**src/rtl/fetch_inst_buffer_pkg.sv**
```systemverilog
// Entry layout shared by the fetch/decode instruction buffer and its storage array.
package fetch_inst_buffer_pkg;

  localparam int W_INST      = 32;
  localparam int W_PC        = 32;
  localparam int W_PRED_ADDR = 32;
  localparam int W_MMU_FLAGS = 14;

  localparam int OFF_INST      = 0;
  localparam int OFF_PC        = OFF_INST + W_INST;
  localparam int OFF_PRED_ADDR = OFF_PC + W_PC;
  localparam int OFF_MMU_FLAGS = OFF_PRED_ADDR + W_PRED_ADDR;
  localparam int OFF_PF        = OFF_MMU_FLAGS + W_MMU_FLAGS;
  localparam int OFF_PAGING    = OFF_PF + 1;
  localparam int OFF_KERNEL    = OFF_PAGING + 1;
  localparam int OFF_PRED      = OFF_KERNEL + 1;

  localparam int ENTRY_W = OFF_PRED + 1;

endpackage

```
**src/rtl/fetch_inst_buffer_ram.sv**
```systemverilog
// DEPTH x ENTRY_W register array: one synchronous write port, one asynchronous read port.
module fetch_inst_buffer_ram
  import fetch_inst_buffer_pkg::*;
#(
  parameter int DEPTH   = 4,
  parameter int DEPTH_N = 2
) (
  input  logic               clk,
  input  logic               we,
  input  logic [DEPTH_N-1:0] waddr,
  input  logic [ENTRY_W-1:0] wdata,
  input  logic [DEPTH_N-1:0] raddr,
  output logic [ENTRY_W-1:0] rdata
);

  logic [ENTRY_W-1:0] mem_r [DEPTH];

  // Entry write; contents are only ever read after being written since the last flush/reset.
  always_ff @(posedge clk) begin
    if (we) begin
      mem_r[waddr] <= wdata;
    end
  end

  assign rdata = mem_r[raddr];

endmodule

```
**src/rtl/fetch_inst_buffer.sv**
```systemverilog
// In-order queue between fetch and decode with full-lock back-pressure.
// Optional pagefault fetch-stop flag: MIST1032ISA_INST_BUFFER_FAULT_STOP_EN.
module fetch_inst_buffer
  import fetch_inst_buffer_pkg::*;
#(
  parameter int DEPTH   = 4,
  parameter int DEPTH_N = 2
) (
  input  logic                   iCLOCK,
  input  logic                   iRESET_SYNC,
  input  logic                   iFLUSH,
  input  logic                   iPREVIOUS_INST_VALID,
  input  logic [31:0]            iPREVIOUS_INST,
  input  logic [31:0]            iPREVIOUS_PC,
  input  logic                   iPREVIOUS_PAGEFAULT,
  input  logic [13:0]            iPREVIOUS_MMU_FLAGS,
  input  logic                   iPREVIOUS_PAGING_ENA,
  input  logic                   iPREVIOUS_KERNEL_ACCESS,
  input  logic                   iPREVIOUS_BRANCH_PREDICT,
  input  logic [31:0]            iPREVIOUS_BRANCH_PREDICT_ADDR,
  output logic                   oPREVIOUS_LOCK,
  output logic                   oPREVIOUS_FETCH_STOP,
  output logic                   oNEXT_INST_VALID,
  output logic [31:0]            oNEXT_INST,
  output logic [31:0]            oNEXT_PC,
  output logic                   oNEXT_PAGEFAULT,
  output logic [13:0]            oNEXT_MMU_FLAGS,
  output logic                   oNEXT_PAGING_ENA,
  output logic                   oNEXT_KERNEL_ACCESS,
  output logic                   oNEXT_BRANCH_PREDICT,
  output logic [31:0]            oNEXT_BRANCH_PREDICT_ADDR,
  input  logic                   iNEXT_LOCK,
  output logic [DEPTH_N:0]       oCOUNT
);

  localparam logic [DEPTH_N:0]   FULL_COUNT = (DEPTH_N+1)'(DEPTH);
  localparam logic [DEPTH_N:0]   CNT_ONE    = (DEPTH_N+1)'(1);
  localparam logic [DEPTH_N-1:0] PTR_ONE    = DEPTH_N'(1);

  logic [DEPTH_N-1:0] wp_r;
  logic [DEPTH_N-1:0] rp_r;
  logic [DEPTH_N:0]   count_r;
  logic               push_s;
  logic               pop_s;
  logic [ENTRY_W-1:0] wr_data_s;
  logic [ENTRY_W-1:0] rd_data_s;

  // Lock comes from the registered count only, so a same-cycle pop never frees a full slot.
  assign oPREVIOUS_LOCK   = (count_r == FULL_COUNT);
  assign oNEXT_INST_VALID = (count_r != {(DEPTH_N+1){1'b0}});
  assign push_s = iPREVIOUS_INST_VALID && !oPREVIOUS_LOCK && !iFLUSH;
  assign pop_s  = oNEXT_INST_VALID && !iNEXT_LOCK && !iFLUSH;
  assign oCOUNT = count_r;

  // Pack the fetch fields into one entry word.
  always_comb begin
    wr_data_s = {ENTRY_W{1'b0}};
    wr_data_s[OFF_INST +: W_INST]           = iPREVIOUS_INST;
    wr_data_s[OFF_PC +: W_PC]               = iPREVIOUS_PC;
    wr_data_s[OFF_PRED_ADDR +: W_PRED_ADDR] = iPREVIOUS_BRANCH_PREDICT_ADDR;
    wr_data_s[OFF_MMU_FLAGS +: W_MMU_FLAGS] = iPREVIOUS_MMU_FLAGS;
    wr_data_s[OFF_PF]                       = iPREVIOUS_PAGEFAULT;
    wr_data_s[OFF_PAGING]                   = iPREVIOUS_PAGING_ENA;
    wr_data_s[OFF_KERNEL]                   = iPREVIOUS_KERNEL_ACCESS;
    wr_data_s[OFF_PRED]                     = iPREVIOUS_BRANCH_PREDICT;
  end

  // Pointer and occupancy control; flush and reset both empty the queue.
  always_ff @(posedge iCLOCK) begin
    if (iRESET_SYNC || iFLUSH) begin
      wp_r    <= {DEPTH_N{1'b0}};
      rp_r    <= {DEPTH_N{1'b0}};
      count_r <= {(DEPTH_N+1){1'b0}};
    end else begin
      if (push_s) begin
        wp_r <= wp_r + PTR_ONE;
      end
      if (pop_s) begin
        rp_r <= rp_r + PTR_ONE;
      end
      case ({push_s, pop_s})
        2'b10:   count_r <= count_r + CNT_ONE;
        2'b01:   count_r <= count_r - CNT_ONE;
        default: count_r <= count_r;
      endcase
    end
  end

`ifdef MIST1032ISA_INST_BUFFER_FAULT_STOP_EN
  logic stop_r;

  // Sticky stop once a faulting word is accepted, until the exception flush.
  always_ff @(posedge iCLOCK) begin
    if (iRESET_SYNC || iFLUSH) begin
      stop_r <= 1'b0;
    end else if (push_s && iPREVIOUS_PAGEFAULT) begin
      stop_r <= 1'b1;
    end else begin
      stop_r <= stop_r;
    end
  end

  assign oPREVIOUS_FETCH_STOP = stop_r;
`else
  assign oPREVIOUS_FETCH_STOP = 1'b0;
`endif

  fetch_inst_buffer_ram #(
    .DEPTH   (DEPTH),
    .DEPTH_N (DEPTH_N)
  ) u_ram (
    .clk   (iCLOCK),
    .we    (push_s),
    .waddr (wp_r),
    .wdata (wr_data_s),
    .raddr (rp_r),
    .rdata (rd_data_s)
  );

  assign oNEXT_INST                = rd_data_s[OFF_INST +: W_INST];
  assign oNEXT_PC                  = rd_data_s[OFF_PC +: W_PC];
  assign oNEXT_BRANCH_PREDICT_ADDR = rd_data_s[OFF_PRED_ADDR +: W_PRED_ADDR];
  assign oNEXT_MMU_FLAGS           = rd_data_s[OFF_MMU_FLAGS +: W_MMU_FLAGS];
  assign oNEXT_PAGEFAULT           = rd_data_s[OFF_PF];
  assign oNEXT_PAGING_ENA          = rd_data_s[OFF_PAGING];
  assign oNEXT_KERNEL_ACCESS       = rd_data_s[OFF_KERNEL];
  assign oNEXT_BRANCH_PREDICT      = rd_data_s[OFF_PRED];

endmodule

```
**config.mk**
```make
export PLATFORM = sky130hd
export DESIGN_NAME = fetch_inst_buffer
export DESIGN_NICKNAME = d
export VERILOG_FILES = /design/src/rtl/fetch_inst_buffer_pkg.sv /design/src/rtl/fetch_inst_buffer_ram.sv /design/src/rtl/fetch_inst_buffer.sv
export SDC_FILE = /design/constraint.sdc
export NUM_CORES = 1
export LEC_CHECK = 0
export CAP_MARGIN = 20
export CORE_MARGIN = 2
export CORE_UTILIZATION = 58
export DETAILED_ROUTE_END_ITERATION = 12
export HOLD_SLACK_MARGIN = 0.05
export PLACE_DENSITY = 0.85
export SLEW_MARGIN = 30
export SYNTH_ARGS = -nofsm -noshare
export SYNTH_HDL_FRONTEND = slang
export SYNTH_HIERARCHICAL = 1
export SYNTH_SLANG_ARGS = --single-unit
```
**constraint.sdc**
```tcl
create_clock -name iCLOCK -period 35.9 [get_ports iCLOCK]
set_input_delay 7.18 -clock iCLOCK [delete_from_list [all_inputs] [get_ports iCLOCK]]
set_output_delay 7.18 -clock iCLOCK [all_outputs]
set_load 0.03 [all_outputs]
```
; Word level (Yosys, flattened, before mapping)
; Memories as Yosys holds them, arrays and structs flattened. A register that Yosys moved wholly into a read port is not among the register bits.
; Cells that the tools add are included.
[word_totals]
output_inout_bits = 120
mem_bits_rw = 456
mem_count = 1
reg_bits = 7
input_bits = 119
[classes]
reduce_logical = 10
addsub = 4
eq_ne = 3
n_mux = 5
[memory_table]
columns = name, depth, word_bits, read_ports, rd_clocked_by_memory_dff, write_ports, line
row1 = u_ram.mem_r, 4, 114, 1, 1, 1, fetch_inst_buffer_ram.sv:16  ; logic [ENTRY_W-1:0] mem_r [DEPTH];
[op_table]
columns = operator, count
row1 = 3-bit case mux with 2 select lines, 1
row2 = 2-bit by 1-bit adder with 2-bit output (second input constant), 2
row3 = 1-bit logical AND, 4
row4 = 2-bit two-way mux, 2
row5 = 3-bit by 1-bit adder with 3-bit output (second input constant), 1
row6 = 3-bit equality test (second input constant), 1
row7 = 1-bit zero test, 3
row8 = 3-bit nonzero test, 1
row9 = 3-bit by 1-bit subtractor with 3-bit output (second input constant), 1
row10 = 2-bit by 1-bit equality test with 1-bit output (second input constant), 1
row11 = 2-bit equality test (second input constant), 1
row12 = 1-bit two-way mux, 2
row13 = 2-bit nonzero test, 1
row14 = 1-bit logical OR, 1

; Longest topological paths before layout
[logic_depth]
word_depth = 6
depth_mapped = 8
depth_no_buf = 8

; By module
; Netlist, hierarchy kept.
[by_module_without_submodules]
columns = module, cells_per_inst, area_per_inst_um2, seq_area_each_um2, instances
row1 = fetch_inst_buffer_ram, 600, 16492.1, 13693.1, 1
row2 = fetch_inst_buffer, 47, 385.4, 140.1, 1

; Worst setup path after synthesis
; No wires, ideal clock.
[synth_timing]
kind = input to register
from = in iPREVIOUS_INST_VALID
to = mem u_ram/mem_r[0][0] in the netlist's numbering (enable)
setup_slack_ps = 19290
path_stages = 4
setup_time_ps = 749
required_ps = 35151
arrival_ps = 15861
path_cell_list = inv_1 -> or3_1 -> inv_1 -> nor3b_1
[synth_between]
elab_chain_len = 4
[synth_lines]
columns = item, line
row1 = from (decl), fetch_inst_buffer.sv:12  ; input logic iPREVIOUS_INST_VALID,
row2 = 1-bit logical AND (2 in series), fetch_inst_buffer.sv:51  ; assign push_s = iPREVIOUS_INST_VALID && !oPREVIOUS_LOCK && !iFLUSH;
row3 = net push_s, fetch_inst_buffer.sv:43  ; logic push_s;
row4 = 1-bit two-way mux, fetch_inst_buffer_ram.sv:20  ; if (we) begin
row5 = 1-bit two-way mux (not written as such), fetch_inst_buffer_ram.sv:21  ; mem_r[waddr] <= wdata;
row6 = to (decl), fetch_inst_buffer_ram.sv:16
; The timed path passes the listed nets, and every way through them passes these cells.

==> impl_metrics.env <==
export IMPL_worst_pin_slew_ns=0.9554
export IMPL_cts_sinks=463
export IMPL_status="complete, no violations"
export IMPL_io_buffer_count=237
export IMPL_synth_common_cells="edfxtp_1 (456), mux4_2 (114), buf_2 (13)"
export IMPL_synthesis_area_mm2=0.01688
export IMPL_synth_top_cell_area_share=0.8113
export IMPL_routed_via_count=7747
export IMPL_synthAdderAreaFrac=0.001927
export IMPL_synthTopCellsByArea="edfxtp_1 (81%), mux4_2 (15%), dfxtp_1 (0.83%)"
export IMPL_synth_compound_area_share=0.003558
export IMPL_dp_hpwl_um=18640
export IMPL_cts_buffer_depth=3
export IMPL_finalWeightedCongestion=0.7306
export IMPL_drive_gt1_frac=0.1934
export IMPL_crit_family="buffers and inverters"
export IMPL_ant_nets=0
export IMPL_synth_cell_types=28
export IMPL_row_count=62
export IMPL_clock_latency_ns=0.53
export IMPL_ctsResizeCount=0
export IMPL_hp_class="reg -> reg"
export IMPL_min_period_over_period=0.2942
export IMPL_r2r_start="oCOUNT[0]"
export IMPL_cp_startpoint="rp_r[1]"
export IMPL_final_cell_count_no_fill=1327
export IMPL_numCtsBuffers=44
export IMPL_worst_path_largest_cell_delay_ns=0.86
export IMPL_ys_warn_count=6
export IMPL_setup_viol=0
export IMPL_crit_path_max_fanout=65
export IMPL_netlist_instances=647
export IMPL_dp_cells=1248
export IMPL_synth_seq_cells=463
export IMPL_end_kind="primary output"
export IMPL_peakVddDrop_mv=0.03145
export IMPL_io_pins=239
export IMPL_yosys_area_top_type="edfxtp_1"
export IMPL_syn_num_nets=768
export IMPL_ys_async_sr_fraction=0
export IMPL_synth_xor_area_share=0.001038
export IMPL_ys_seq_area_frac=0.8196
export IMPL_post_drt_wl_per_cell_um=24.59
export IMPL_yosys_area_share_simple=0.007636
export IMPL_fin_tns_setup_ns=0
export IMPL_max_clock_freq_mhz=94.67
export IMPL_htree_levels=2
export IMPL_synthToLayoutAreaGrowth_pct=23.75
export IMPL_syn_area_per_cell_um2=26.09
export IMPL_via_per_inst=5.838
export IMPL_fillers=1608
export IMPL_drc=0
export IMPL_initial_utilization=0.5880
export IMPL_crit_path_start_kind="flop"
export IMPL_finalClockSkew_ns=0.01282
export IMPL_drtIter0Drc=800
export IMPL_ys_flop_type="edfxtp_1"
export IMPL_rsz0062_at_grt="false"
export IMPL_critPathKind="reg -> out"
export IMPL_cts_clk_slew_worst_paths_ns=0.06
export IMPL_ctsHoldBuffers=0
export IMPL_layout_min_cycle_time_ns=10.56
export IMPL_drt_pass1_iterations=8
export IMPL_die_w_um=174.6
export IMPL_hold_depth=2
export IMPL_postRouteWirelength_um=32630
export IMPL_crit_chain="buf_4, mux4_2, clkdlybuf4s50_1"
export IMPL_finalHoldViolCount=0
export IMPL_grtUsageTotal=0.2156
export IMPL_worst_path_stages=3
export IMPL_grt_max_degree=66
export IMPL_critPathBufInv=2
export IMPL_placed_cell_area_mm2=0.01960
export IMPL_slew_limit_headroom=0.3631
export IMPL_coreArea_mm2=0.02870
export IMPL_synth_edf_count=456
export IMPL_slowest_stage="buf_4"
export IMPL_antenna_found_initial=6
export IMPL_hold_start="oCOUNT[2]"
export IMPL_cts_root_buf="clkbuf_16"
export IMPL_muxShareOfSynthArea=0.1521
export IMPL_tritoncts="done"
export IMPL_pre_cts_ws_ns=25.44
export IMPL_die_h_um=174.6
export IMPL_final_cell_area_mm2=0.02089
export IMPL_report_final_slew_viol_count=0
export IMPL_setup_ws_ns=25.34
export IMPL_synth_top_family_by_area="multiplexers"
export IMPL_layout_nets=1032
export IMPL_cts_setup_buffers=0
export IMPL_p_per_area_mw_per_mm2=51.58
export IMPL_grt_first_pass_wirelength_um=49110
export IMPL_crit_arrival_ns=3.38
export IMPL_r2r_cells=5
export IMPL_hold_slack_ns=0.5824
export IMPL_cp_data_required_time_ns=28.72
export IMPL_die_area_mm2=0.03048
export IMPL_yosysMostFrequentCell="edfxtp_1"
export IMPL_power_leakage_nw=6.454
export IMPL_grt_pass1_vias=8078
export IMPL_cap_violations=0
export IMPL_overflow=0
[cells in the final DEF, fill, tap and decap left out, types with 5 or more instances in the layout]
cell type / n
inv_1: 6
mux4_2: 114
buf_4: 7
edfxtp_1: 456
clkdlybuf4s50_1: 237
clkinv_1: 10
a21oi_1: 5
dfxtp_1: 5
clkbuf_16: 45
or3_1: 6
clkbuf_1: 16
[power by group]
part	switching (W)	internal, W	leakage, nW
Sequential	0.00000259	0.000603	4.20
Clock	0.000180	0.000229	0.609
Combinational	0.0000328	0.0000296	1.64
Total	0.000215	0.000862	6.45
[routing by layer]
metal  global-route usage  share of wire
met1               0.3089           0.40
met2               0.3376           0.50
met3              0.05809          0.083
met4              0.05868          0.023
met5                    0         0.0010
[final timing paths]
path / endpoint / slack (ns)
worst max-delay path: oNEXT_INST[12] / 25.34
worst min-delay path: oCOUNT[2] / 0.58
worst max register to register: u_ram/mem_r[1][90] / 32.76
worst min register to register: oCOUNT[2] / 0.58
[kinds of logic after synthesis]
group,after synthesis
AOI/OAI and AO/OA,11
xor gates and xnor gates,2
adders and majority gates,2
buffers and inverters,34
DFF,463
muxes,114
other,1
and+or+nand+nor,20
[cell type report]
cell class / instances / area (um2) / share of cell area
antenna: 2 / 5.005 / 0.0002396
clock buffer: 61 / 1186 / 0.05679
clock inverter: 15 / 66.31 / 0.003175
inverter: 6 / 22.52 / 0.001078
multi-input combinational: 150 / 2828 / 0.1354
sequential: 463 / 13840 / 0.6627
tap: 384 / 480.5 / 0.02301
timing repair buffer: 246 / 2456 / 0.1176
[state kept, by name, indices dropped and copies added, names as in the netlist]
| register | flops |
|---|---|
| u_ram/mem_r | 456 |
| oCOUNT | 3 |
| rp_r | 2 |
| wp_r | 2 |
[stage by stage]
| stage | power (W) | utilization |
|---|---|---|
| CTS | 0.001087 | 0.7266 |
| global placement | 0.0006775 | 0.6830 |
| global route | 0.001110 | 0.7276 |
| detailed placement | 0.0006795 | 0.6830 |
| floorplan | 0.0006457 | - |
| finish | 0.001077 | 0.7276 |
[tightest hold or removal path, stage by stage (launching register included)]
cell and delay, ns:
dfxtp_1 0.35, o21ai_0 0.10, a21oi_1 0.08
Note: power is estimated with default switching activity, not from simulation.
